File: src/rtl/tinycpu_mem_arbiter_pkg.sv
// Shared definitions for the TinyCPU memory arbiter.
//   DEF_*      default parameter values for the arbiter and its grant picker
//   STREAK_W   width of the LS-grant streak counter
//   LAT_W      width of the memory latency down-counter
//   arb_state_t  sequencer state encoding
package tinycpu_mem_arbiter_pkg;

   localparam int DEF_AW         = 8;
   localparam int DEF_DW         = 16;
   localparam int DEF_MEM_LAT    = 1;
   localparam int DEF_STARVE_MAX = 3;
   localparam int STREAK_W       = 4;
   localparam int LAT_W          = 3;

   typedef enum logic [1:0] {
      ST_IDLE  = 2'd0,
      ST_ISSUE = 2'd1,
      ST_WAIT  = 2'd2,
      ST_ACK   = 2'd3
   } arb_state_t;

endpackage

File: src/rtl/tinycpu_arb_pick.sv
// Grant picker for the TinyCPU memory arbiter: LS priority with an IF
// starvation guard.
//   clk, rst_n  clock, async active-low reset
//   if_req      fetch port request
//   ls_req      load/store port request
//   take        a grant is being taken this cycle (arbiter idle, some request)
//   grant_ls    LS wins arbitration this cycle
//   grant_if    IF wins arbitration this cycle
module tinycpu_arb_pick
   import tinycpu_mem_arbiter_pkg::*;
#(
   parameter int STARVE_MAX = DEF_STARVE_MAX
) (
   input  logic clk,
   input  logic rst_n,
   input  logic if_req,
   input  logic ls_req,
   input  logic take,
   output logic grant_ls,
   output logic grant_if
);

   localparam logic [STREAK_W-1:0] STREAK_CAP = STREAK_W'(STARVE_MAX);

   logic [STREAK_W-1:0] streak;
   logic [STREAK_W-1:0] streak_d;
   logic                starved;

   always_comb begin
      starved  = if_req && (streak == STREAK_CAP);
      grant_ls = ls_req && !starved;
      grant_if = if_req && !grant_ls;
      streak_d = streak;
      if (take) begin
         if (grant_if) begin
            streak_d = '0;
         end else if (if_req) begin
            // LS won while IF was waiting: one step closer to forcing IF
            streak_d = (streak == STREAK_CAP) ? streak : streak + 1'b1;
         end else begin
            streak_d = '0;
         end
      end
   end

   always_ff @(posedge clk or negedge rst_n) begin
      if (!rst_n) begin
         streak <= '0;
      end else begin
         streak <= streak_d;
      end
   end

endmodule

File: src/rtl/tinycpu_mem_arbiter.sv
// Shares one single-port synchronous memory between the TinyCPU fetch (IF)
// and load/store (LS) ports. Each access runs issue -> latency wait -> ack.
// All outputs are registered.
//   clk, rst_n                  clock, async active-low reset
//   if_req/if_addr              fetch request and address (always a read)
//   if_ack/if_rdata             fetch done pulse and captured fetch data
//   ls_req/ls_we/ls_addr/ls_wdata  load/store request
//   ls_ack/ls_rdata             load/store done pulse and captured load data
//   mem_en/mem_we/mem_addr/mem_wdata  memory command, one mem_en cycle per access
//   mem_rdata                   memory read data, valid MEM_LAT cycles after mem_en
//   busy                        high whenever the sequencer is not idle
//
// state | meaning
// IDLE  | arbitrate; take a grant if any request is present
// ISSUE | mem_en high for the granted access
// WAIT  | count memory latency, capture read data on the last cycle
// ACK   | ack pulse to the granted port
module tinycpu_mem_arbiter
   import tinycpu_mem_arbiter_pkg::*;
#(
   parameter int AW         = DEF_AW,
   parameter int DW         = DEF_DW,
   parameter int MEM_LAT    = DEF_MEM_LAT,
   parameter int STARVE_MAX = DEF_STARVE_MAX
) (
   input  logic          clk,
   input  logic          rst_n,
   input  logic          if_req,
   input  logic [AW-1:0] if_addr,
   output logic          if_ack,
   output logic [DW-1:0] if_rdata,
   input  logic          ls_req,
   input  logic          ls_we,
   input  logic [AW-1:0] ls_addr,
   input  logic [DW-1:0] ls_wdata,
   output logic          ls_ack,
   output logic [DW-1:0] ls_rdata,
   output logic          mem_en,
   output logic          mem_we,
   output logic [AW-1:0] mem_addr,
   output logic [DW-1:0] mem_wdata,
   input  logic [DW-1:0] mem_rdata,
   output logic          busy
);

   localparam logic [LAT_W-1:0] LAT_INIT = LAT_W'(MEM_LAT - 1);

   arb_state_t       state, state_d;
   logic [LAT_W-1:0] lat_cnt, lat_cnt_d;
   logic             gnt_if, gnt_if_d;
   logic             if_ack_d, ls_ack_d;
   logic [DW-1:0]    if_rdata_d, ls_rdata_d;
   logic             mem_en_d, mem_we_d;
   logic [AW-1:0]    mem_addr_d;
   logic [DW-1:0]    mem_wdata_d;
   logic             busy_d;
   logic             take, grant_ls, grant_if;

   assign take = (state == ST_IDLE) && (if_req || ls_req);

   tinycpu_arb_pick #(
      .STARVE_MAX (STARVE_MAX)
   ) u_pick (
      .clk      (clk),
      .rst_n    (rst_n),
      .if_req   (if_req),
      .ls_req   (ls_req),
      .take     (take),
      .grant_ls (grant_ls),
      .grant_if (grant_if)
   );

   always_comb begin
      state_d     = state;
      lat_cnt_d   = lat_cnt;
      gnt_if_d    = gnt_if;
      if_ack_d    = 1'b0;
      ls_ack_d    = 1'b0;
      if_rdata_d  = if_rdata;
      ls_rdata_d  = ls_rdata;
      mem_en_d    = 1'b0;
      mem_we_d    = 1'b0;
      mem_addr_d  = mem_addr;
      mem_wdata_d = mem_wdata;
      case (state)
         ST_IDLE: begin
            // Command is latched here so a requester dropping its inputs
            // mid-access cannot disturb the access in flight.
            if (grant_if) begin
               state_d    = ST_ISSUE;
               gnt_if_d   = 1'b1;
               mem_en_d   = 1'b1;
               mem_addr_d = if_addr;
            end else if (grant_ls) begin
               state_d     = ST_ISSUE;
               gnt_if_d    = 1'b0;
               mem_en_d    = 1'b1;
               mem_we_d    = ls_we;
               mem_addr_d  = ls_addr;
               mem_wdata_d = ls_wdata;
            end
         end
         ST_ISSUE: begin
            if (mem_we) begin
               state_d  = ST_ACK;
               if_ack_d = gnt_if;
               ls_ack_d = !gnt_if;
            end else begin
               state_d   = ST_WAIT;
               lat_cnt_d = LAT_INIT;
            end
         end
         ST_WAIT: begin
            if (lat_cnt == '0) begin
               state_d  = ST_ACK;
               if_ack_d = gnt_if;
               ls_ack_d = !gnt_if;
               if (gnt_if) begin
                  if_rdata_d = mem_rdata;
               end else begin
                  ls_rdata_d = mem_rdata;
               end
            end else begin
               lat_cnt_d = lat_cnt - 1'b1;
            end
         end
         ST_ACK: begin
            state_d = ST_IDLE;
         end
         default: begin
            state_d = ST_IDLE;
         end
      endcase
      busy_d = (state_d != ST_IDLE);
   end

   always_ff @(posedge clk or negedge rst_n) begin
      if (!rst_n) begin
         state <= ST_IDLE;
      end else begin
         state <= state_d;
      end
   end

   always_ff @(posedge clk or negedge rst_n) begin
      if (!rst_n) begin
         lat_cnt   <= '0;
         gnt_if    <= 1'b0;
         if_ack    <= 1'b0;
         ls_ack    <= 1'b0;
         if_rdata  <= '0;
         ls_rdata  <= '0;
         mem_en    <= 1'b0;
         mem_we    <= 1'b0;
         mem_addr  <= '0;
         mem_wdata <= '0;
         busy      <= 1'b0;
      end else begin
         lat_cnt   <= lat_cnt_d;
         gnt_if    <= gnt_if_d;
         if_ack    <= if_ack_d;
         ls_ack    <= ls_ack_d;
         if_rdata  <= if_rdata_d;
         ls_rdata  <= ls_rdata_d;
         mem_en    <= mem_en_d;
         mem_we    <= mem_we_d;
         mem_addr  <= mem_addr_d;
         mem_wdata <= mem_wdata_d;
         busy      <= busy_d;
      end
   end

endmodule

File: config.mk
export PLATFORM = sky130hd
export DESIGN_NAME = tinycpu_mem_arbiter
export DESIGN_NICKNAME = d
export VERILOG_FILES = /design/src/rtl/tinycpu_mem_arbiter_pkg.sv /design/src/rtl/tinycpu_arb_pick.sv /design/src/rtl/tinycpu_mem_arbiter.sv
export SDC_FILE = /design/constraint.sdc
export NUM_CORES = 1
export LEC_CHECK = 0
export ABC_AREA = 1
export BUFFER_PORTS_ARGS = -buffer_cell sky130_fd_sc_hd__buf_4
export CORE_ASPECT_RATIO = 0.6
export CORE_MARGIN = 3
export CORE_UTILIZATION = 54
export CTS_CLUSTER_DIAMETER = 120
export DETAILED_ROUTE_END_ITERATION = 6
export PLACE_DENSITY = 0.89
export SYNTH_ARGS = -nofsm -noshare
export SYNTH_HDL_FRONTEND = slang
export SYNTH_HIERARCHICAL = 1
export SYNTH_SLANG_ARGS = --single-unit
File: constraint.sdc
create_clock -name clk -period 5.2 [get_ports clk]
set_input_delay 0.52 -clock clk [delete_from_list [all_inputs] [get_ports clk]]
set_output_delay 0.52 -clock clk [all_outputs]
set_load 0.02 [all_outputs]
==> impl_metrics.json, run 1 <==
{
  "syn_nets": 408,
  "synth_cell_types": 23,
  "synthToLayoutAreaGrowth_pct": 30.1,
  "crit_slowest_cell": "nor2_1",
  "hp-class": "input pin to async pin",
  "crit_cells": 8,
  "syn_area_um2": 3250,
  "cts-root-buf": "clkbuf_8",
  "die-area_um2": 7010,
  "ir_drop_mv": 0.386,
  "grt_max_degree": 72,
  "worstPathMaxFanout": 33,
  "cts_buffers": 9,
  "crit_arrival_ns": 2.85,
  "fmax_mhz": 385,
  "worstPathCellList": "ha_1, nand2_2, nor2_2, nor2_4, nor2_1, nand3b_4, nand2_1, o21ai_1",
  "cts_setup_buffers": 0,
  "grt_overflow": 0,
  "htreeDepth": 3,
  "grt_first_pass_wirelength_mm": 11.4,
  "n_fill_cell": 405,
  "grt_pass1_vias": 2489,
  "setup_viol": 0,
  "maxSlewViolCount": 0,
  "cts_hold_buffers": 0,
  "groute.usage.overall_pct": 20.6,
  "chipWidth_um": 106,
  "seq_area_frac_synth_pct": 54.7,
  "cp-end-kind": "flop",
  "maxCapViolCount": 0,
  "die_h_um": 66.1,
  "io_pins": 114,
  "nets": 519,
  "postRouteAntennaNets": 0,
  "syn_avg_cell_area_um2": 9.30,
  "crit_path_max_incr_delay_ns": 0.84,
  "coreArea_um2": 5700,
  "crit_type": "flop to flop",
  "placed_cells": 529,
  "worst-path-buf-inv": 0,
  "fin_setup_tns_ns": 0,
  "synth_seq_cells": 71,
  "vias": 2560,
  "yosys_warnings": 6,
  "clk_pin_slew_ns": 0.07,
  "syn_inst": 349,
  "setup_slack_ns": 2.60,
  "worstMarginPinSlew_ns": 1.10,
  "hold_violations": 0,
  "period_share_pct": 50.0,
  "cp.required_ns": 5.45,
  "powerDensity_nw_per_um2": 610,
  "post-route-min-period_ns": 2.60,
  "cts_tree": "done",
  "dp_hpwl_mm": 5.16,
  "relSlewSlack_pct": 26.1,
  "wirelength_mm": 6.95,
  "cts_sinks": 71,
  "pre_cts_slack_ns": 2.63,
  "antenna_found_initial": 0,
  "start_util_pct": 56.9,
  "drive_above_1_share_pct": 37.1,
  "dr.pass1.iters": 4,
  "cp_top_family": "simple AND/OR/NAND/NOR gates",
  "diodes": 0,
  "cts.repair.resized": 0,
  "clock_latency_ns": 0.34,
  "instances_no_fill": 543,
  "leakage_nw": 2.38,
  "worst_setup_path_start_kind": "flop",
  "clockBufferDepth": 2,
  "whs_ns": 0.293,
  "vias_per_cell": 4.71,
  "place.gp.congestion": 0.856,
  "wl_per_cell_um": 12.8,
  "drt_iter0_drc": 105,
  "portBuffers": 113,
  "rsz0062_at_grt": "false",
  "fin_skew_ns": 0.00459,
  "ff2ff_path_depth": 8,
  "drc": 0,
  "status": "finished clean",
  "rows": 21
}
-- registers in the layout, summed over array words and instances (netlist names) --
| name | cells |
|---|---|
| if_rdata | 16 |
| busy | 1 |
| mem_en | 1 |
| ls_rdata | 16 |
| lat_cnt | 3 |
| if_ack | 1 |
| state | 2 |
| mem_wdata | 16 |
| mem_addr | 8 |
| u_pick/streak | 4 |
| mem_we | 1 |
| ls_ack | 1 |
| gnt_if | 1 |
-- metal layers --
layer	GRT usage, %	share of wire, %	vias to the layer above
met5	0	0	-
met4	7.43	1.5	0
met3	5.95	4.8	9
met2	34.2	48	73
met1	26.0	46	1188
li1	-	-	1290
-- cell usage in the layout, fill, tap and decap left out, types with 5 or more instances in the layout --
cell type,instances
clkbuf_8,9
ha_1,6
dfrtp_1,71
nand2_1,98
inv_1,60
o21ai_0,15
nand3_1,8
nor2_1,7
nand2_2,5
o21ai_1,18
buf_4,113
o21ai_2,33
-- final cells by class --
type	instances	area, um2	area share, %
clock inverter	2	10.0	0.237
timing repair buffer	113	848	20.1
tap	80	100	2.37
multi-input combinational	202	1110	26.3
clock buffer	12	135	3.20
inverter	63	239	5.66
sequential	71	1780	42.1
-- kinds of logic after synthesis --
| group | after synthesis | share of synthesized area, % |
|---|---|---|
| and+or+nand+nor | 128 | 17.5 |
| DFF | 71 | 54.7 |
| xor gates and xnor gates | 1 | 0.270 |
| AOI/OAI and AO/OA | 67 | 14.1 |
| buffers and inverters | 76 | 11.0 |
| adders and majority gates | 6 | 2.31 |
-- per-stage QoR --
stage                     total power, mW  cell area, um2  utilization (%)
after CTS                            2.60            4220             74.0
after floorplan                      1.74            3250                -
after global routing                 2.75            4220             74.0
final                                2.58            4220             74.0
after detailed placement             2.24            4080             71.5
after global placement               2.19            4080             71.5
-- power breakdown --
part | leakage [nW] | internal, mW | switching (mW)
Combinational | 1.42 | 0.520 | 0.743
Clock | 0.0761 | 0.167 | 0.187
Sequential | 0.879 | 0.806 | 0.154
-- synthesized netlist by cell type --
cell,instances,area share (%)
o21ai_1,18,2.8
nor2_1,7,0.81
buf_2,4,0.62
nand3_1,8,1.2
nor2_2,1,0.19
dfrtp_1,71,55
a21oi_1,1,0.15
nand3b_4,1,0.62
buf_4,1,0.23
o21ai_0,15,2.3
buf_6,8,2.8
inv_2,2,0.23
inv_1,60,6.9
nand4_1,1,0.19
nor2_4,3,1.0
nand2_1,98,11
inv_4,1,0.19
nand2_4,2,0.69
ha_1,6,2.3
o21ai_2,33,8.9
xor2_1,1,0.27
nand2_2,5,0.96
nand3b_1,2,0.46
-- worst paths after layout --
check | end | slack, ns | start
worst min-delay path | if_rdata[2] | 0.29 | rst_n
max in group asynchronous | mem_wdata[3] | 4.35 | rst_n
worst min register to register | ls_rdata[7] | 0.48 | ls_rdata[7]
worst max-delay path | mem_wdata[6] | 2.60 | u_pick/streak[0]
min in group clk | mem_we | 0.41 | ls_we
worst max register to register | mem_wdata[6] | 2.60 | u_pick/streak[0]
Note: power is estimated with default switching activity, not from simulation.
==> inputs of run 2 (changes only) <==
- CORE_UTILIZATION: 54 -> 45
- PLACE_DENSITY: 0.89 -> 0.79
- clock period: 5.2 -> 2.2 ns (I/O delays scaled with it)
==> run 2 against run 1 <==
  * Sequential cell count unchanged
  * Worst hold slack got worse by 0.28 ns
  * Non-clock buffer count increased by 1
  * Cell count increased by 1.8%
  * First-iteration DRC count increased by 63%
  * Global-route usage decreased by 2.6 points
  * Cell area increased by 3.9%
  * Largest cell class unchanged
==> impl_metrics.json, run 2 (synthesized netlist as in run 1, its figures left out) <==
{
  "whs_ns": 0.0151,
  "setup_viol": 0,
  "antenna_found_initial": 0,
  "dr.pass1.iters": 4,
  "crit_type": "flop to flop",
  "regArea_um2": 1780,
  "cts_buffers": 9,
  "cts.repair.resized": 0,
  "wl_per_cell_um": 12.6,
  "powerDensity_nw_per_um2": 1520,
  "clk_pin_slew_ns": 0.05,
  "rrSetupSlack_ns": 0.31,
  "crit_path_max_incr_delay_ns": 0.41,
  "cp-end-kind": "flop",
  "wirelength_mm": 6.96,
  "grt_pass1_vias": 2508,
  "rows": 23,
  "worst_setup_path_start_kind": "flop",
  "cts_tree": "done",
  "worstMarginPinSlew_ns": 0.879,
  "synthToLayoutAreaGrowth_pct": 35.1,
  "ir_drop_mv": 0.711,
  "cp.required_ns": 2.40,
  "portBuffers": 113,
  "reg2reg_from": "u_pick/streak[0]",
  "grt_max_degree": 72,
  "grt_overflow": 0,
  "diodes": 0,
  "vias": 2555,
  "cp_top_family": "simple AND/OR/NAND/NOR gates",
  "maxCapViolCount": 0,
  "drive_above_1_share_pct": 37.8,
  "fmax_mhz": 530,
  "clock_latency_ns": 0.32,
  "worstPathMaxFanout": 33,
  "mostFrequentLayoutCell": "buf_4",
  "clockBufferDepth": 2,
  "postRouteAntennaNets": 0,
  "coreArea_um2": 6820,
  "worst-path-buf-inv": 0,
  "period_share_pct": 85.7,
  "cts-root-buf": "clkbuf_16",
  "mostFrequentLayoutCells": "114 x buf_4, 98 x nand2_1, 71 x dfrtp_1",
  "p_total_mw": 6.65,
  "hp-class": "input pin to async pin",
  "die-area_um2": 8300,
  "htreeDepth": 3,
  "fin_skew_ns": 0.00532,
  "place.gp.congestion": 0.741,
  "startpoint": "u_pick/streak[0]",
  "fin_setup_tns_ns": 0,
  "crit_cells": 8,
  "hold_violations": 0,
  "status": "finished clean",
  "multi_input_area_um2": 1110,
  "chipWidth_um": 116,
  "stdcell_area_um2": 4380,
  "worstPathCellList": "ha_1, nand2_2, nor2_2, nor2_4, nor2_1, nand3b_4, nand2_1, o21ai_1",
  "r2r-end": "mem_wdata[11]",
  "maxSlewViolCount": 0,
  "vias_per_cell": 4.62,
  "groute.usage.overall_pct": 18.0,
  "dp_hpwl_mm": 5.05,
  "nets": 520,
  "rsz0062_at_grt": "false",
  "drc": 0,
  "start_util_pct": 47.6,
  "top_regs": "if_rdata: 16 flops, ls_rdata: 16 flops, mem_wdata: 16 flops",
  "cts_sinks": 71,
  "crit_end": "mem_wdata[11]",
  "io_pins": 114,
  "placed_cells": 537,
  "instances_no_fill": 553,
  "cts_hold_buffers": 0,
  "cts_setup_buffers": 0,
  "crit_arrival_ns": 2.08,
  "relSlewSlack_pct": 41.4,
  "leakage_nw": 2.45,
  "grt_first_pass_wirelength_mm": 11.8,
  "ff2ff_path_depth": 8,
  "crit_slowest_cell": "dfrtp_1",
  "drt_iter0_drc": 171,
  "postPlaceCellArea_um2": 4090,
  "post-route-min-period_ns": 1.89,
  "die_h_um": 71.8,
  "n_fill_cell": 591
}
[run 2: changes by cell type in the layout (fill, tap and decap cells not counted)]
cell | previous run | this run
bufinv_16 | 0 | 1
clkbuf_1 | 3 | 2
clkinv_2 | 2 | 3
buf_4 | 113 | 114
clkbuf_8 | 9 | 1
clkbuf_16 | 0 | 9
[run 2: metrics by stage]
step / worst slack (ns) / util, %
6_report: 0.315 / 64.3
5_1_grt: 0.153 / 64.3
4_1_cts: 0.290 / 64.3
3_5_place_dp: 0.285 / 60.0
3_3_place_gp: 0.417 / 60.0
2_1_floorplan: 0.474 / -
[run 2: per-layer routing]
metal	GRT usage [%]	wire [um]
met1	23.9	3150
met2	27.4	3260
met3	7.00	444
met4	5.79	108
met5	0	0
[run 2: layout make-up]
type                    count  area share, %
clock buffers              12           5.62
clock inverters             4           1.03
inverters                  63           5.45
multi-input cells         202           25.4
flip-flops and latches     71           40.5
well taps                  87           2.48
repair buffers            114           19.5
[run 2: worst min-delay path by stage]
stage               slack [ns]  start     endpoint  depth (start not counted)
detailed placement        0.40  rst_n  ls_rdata[2]                          1
finish                    0.02  rst_n  if_rdata[7]                          1
floorplan                -0.08  rst_n         busy                          0
global placement          0.40  rst_n  ls_rdata[2]                          1
CTS                       0.05  rst_n  ls_rdata[2]                          1
global route              0.08  rst_n  ls_rdata[2]                          1
[run 2: where the power goes]
part | internal (mW) | switching, mW
clock | 0.902 | 0.504
sequential | 1.91 | 0.349
combinational | 1.23 | 1.76
total | 4.04 | 2.61
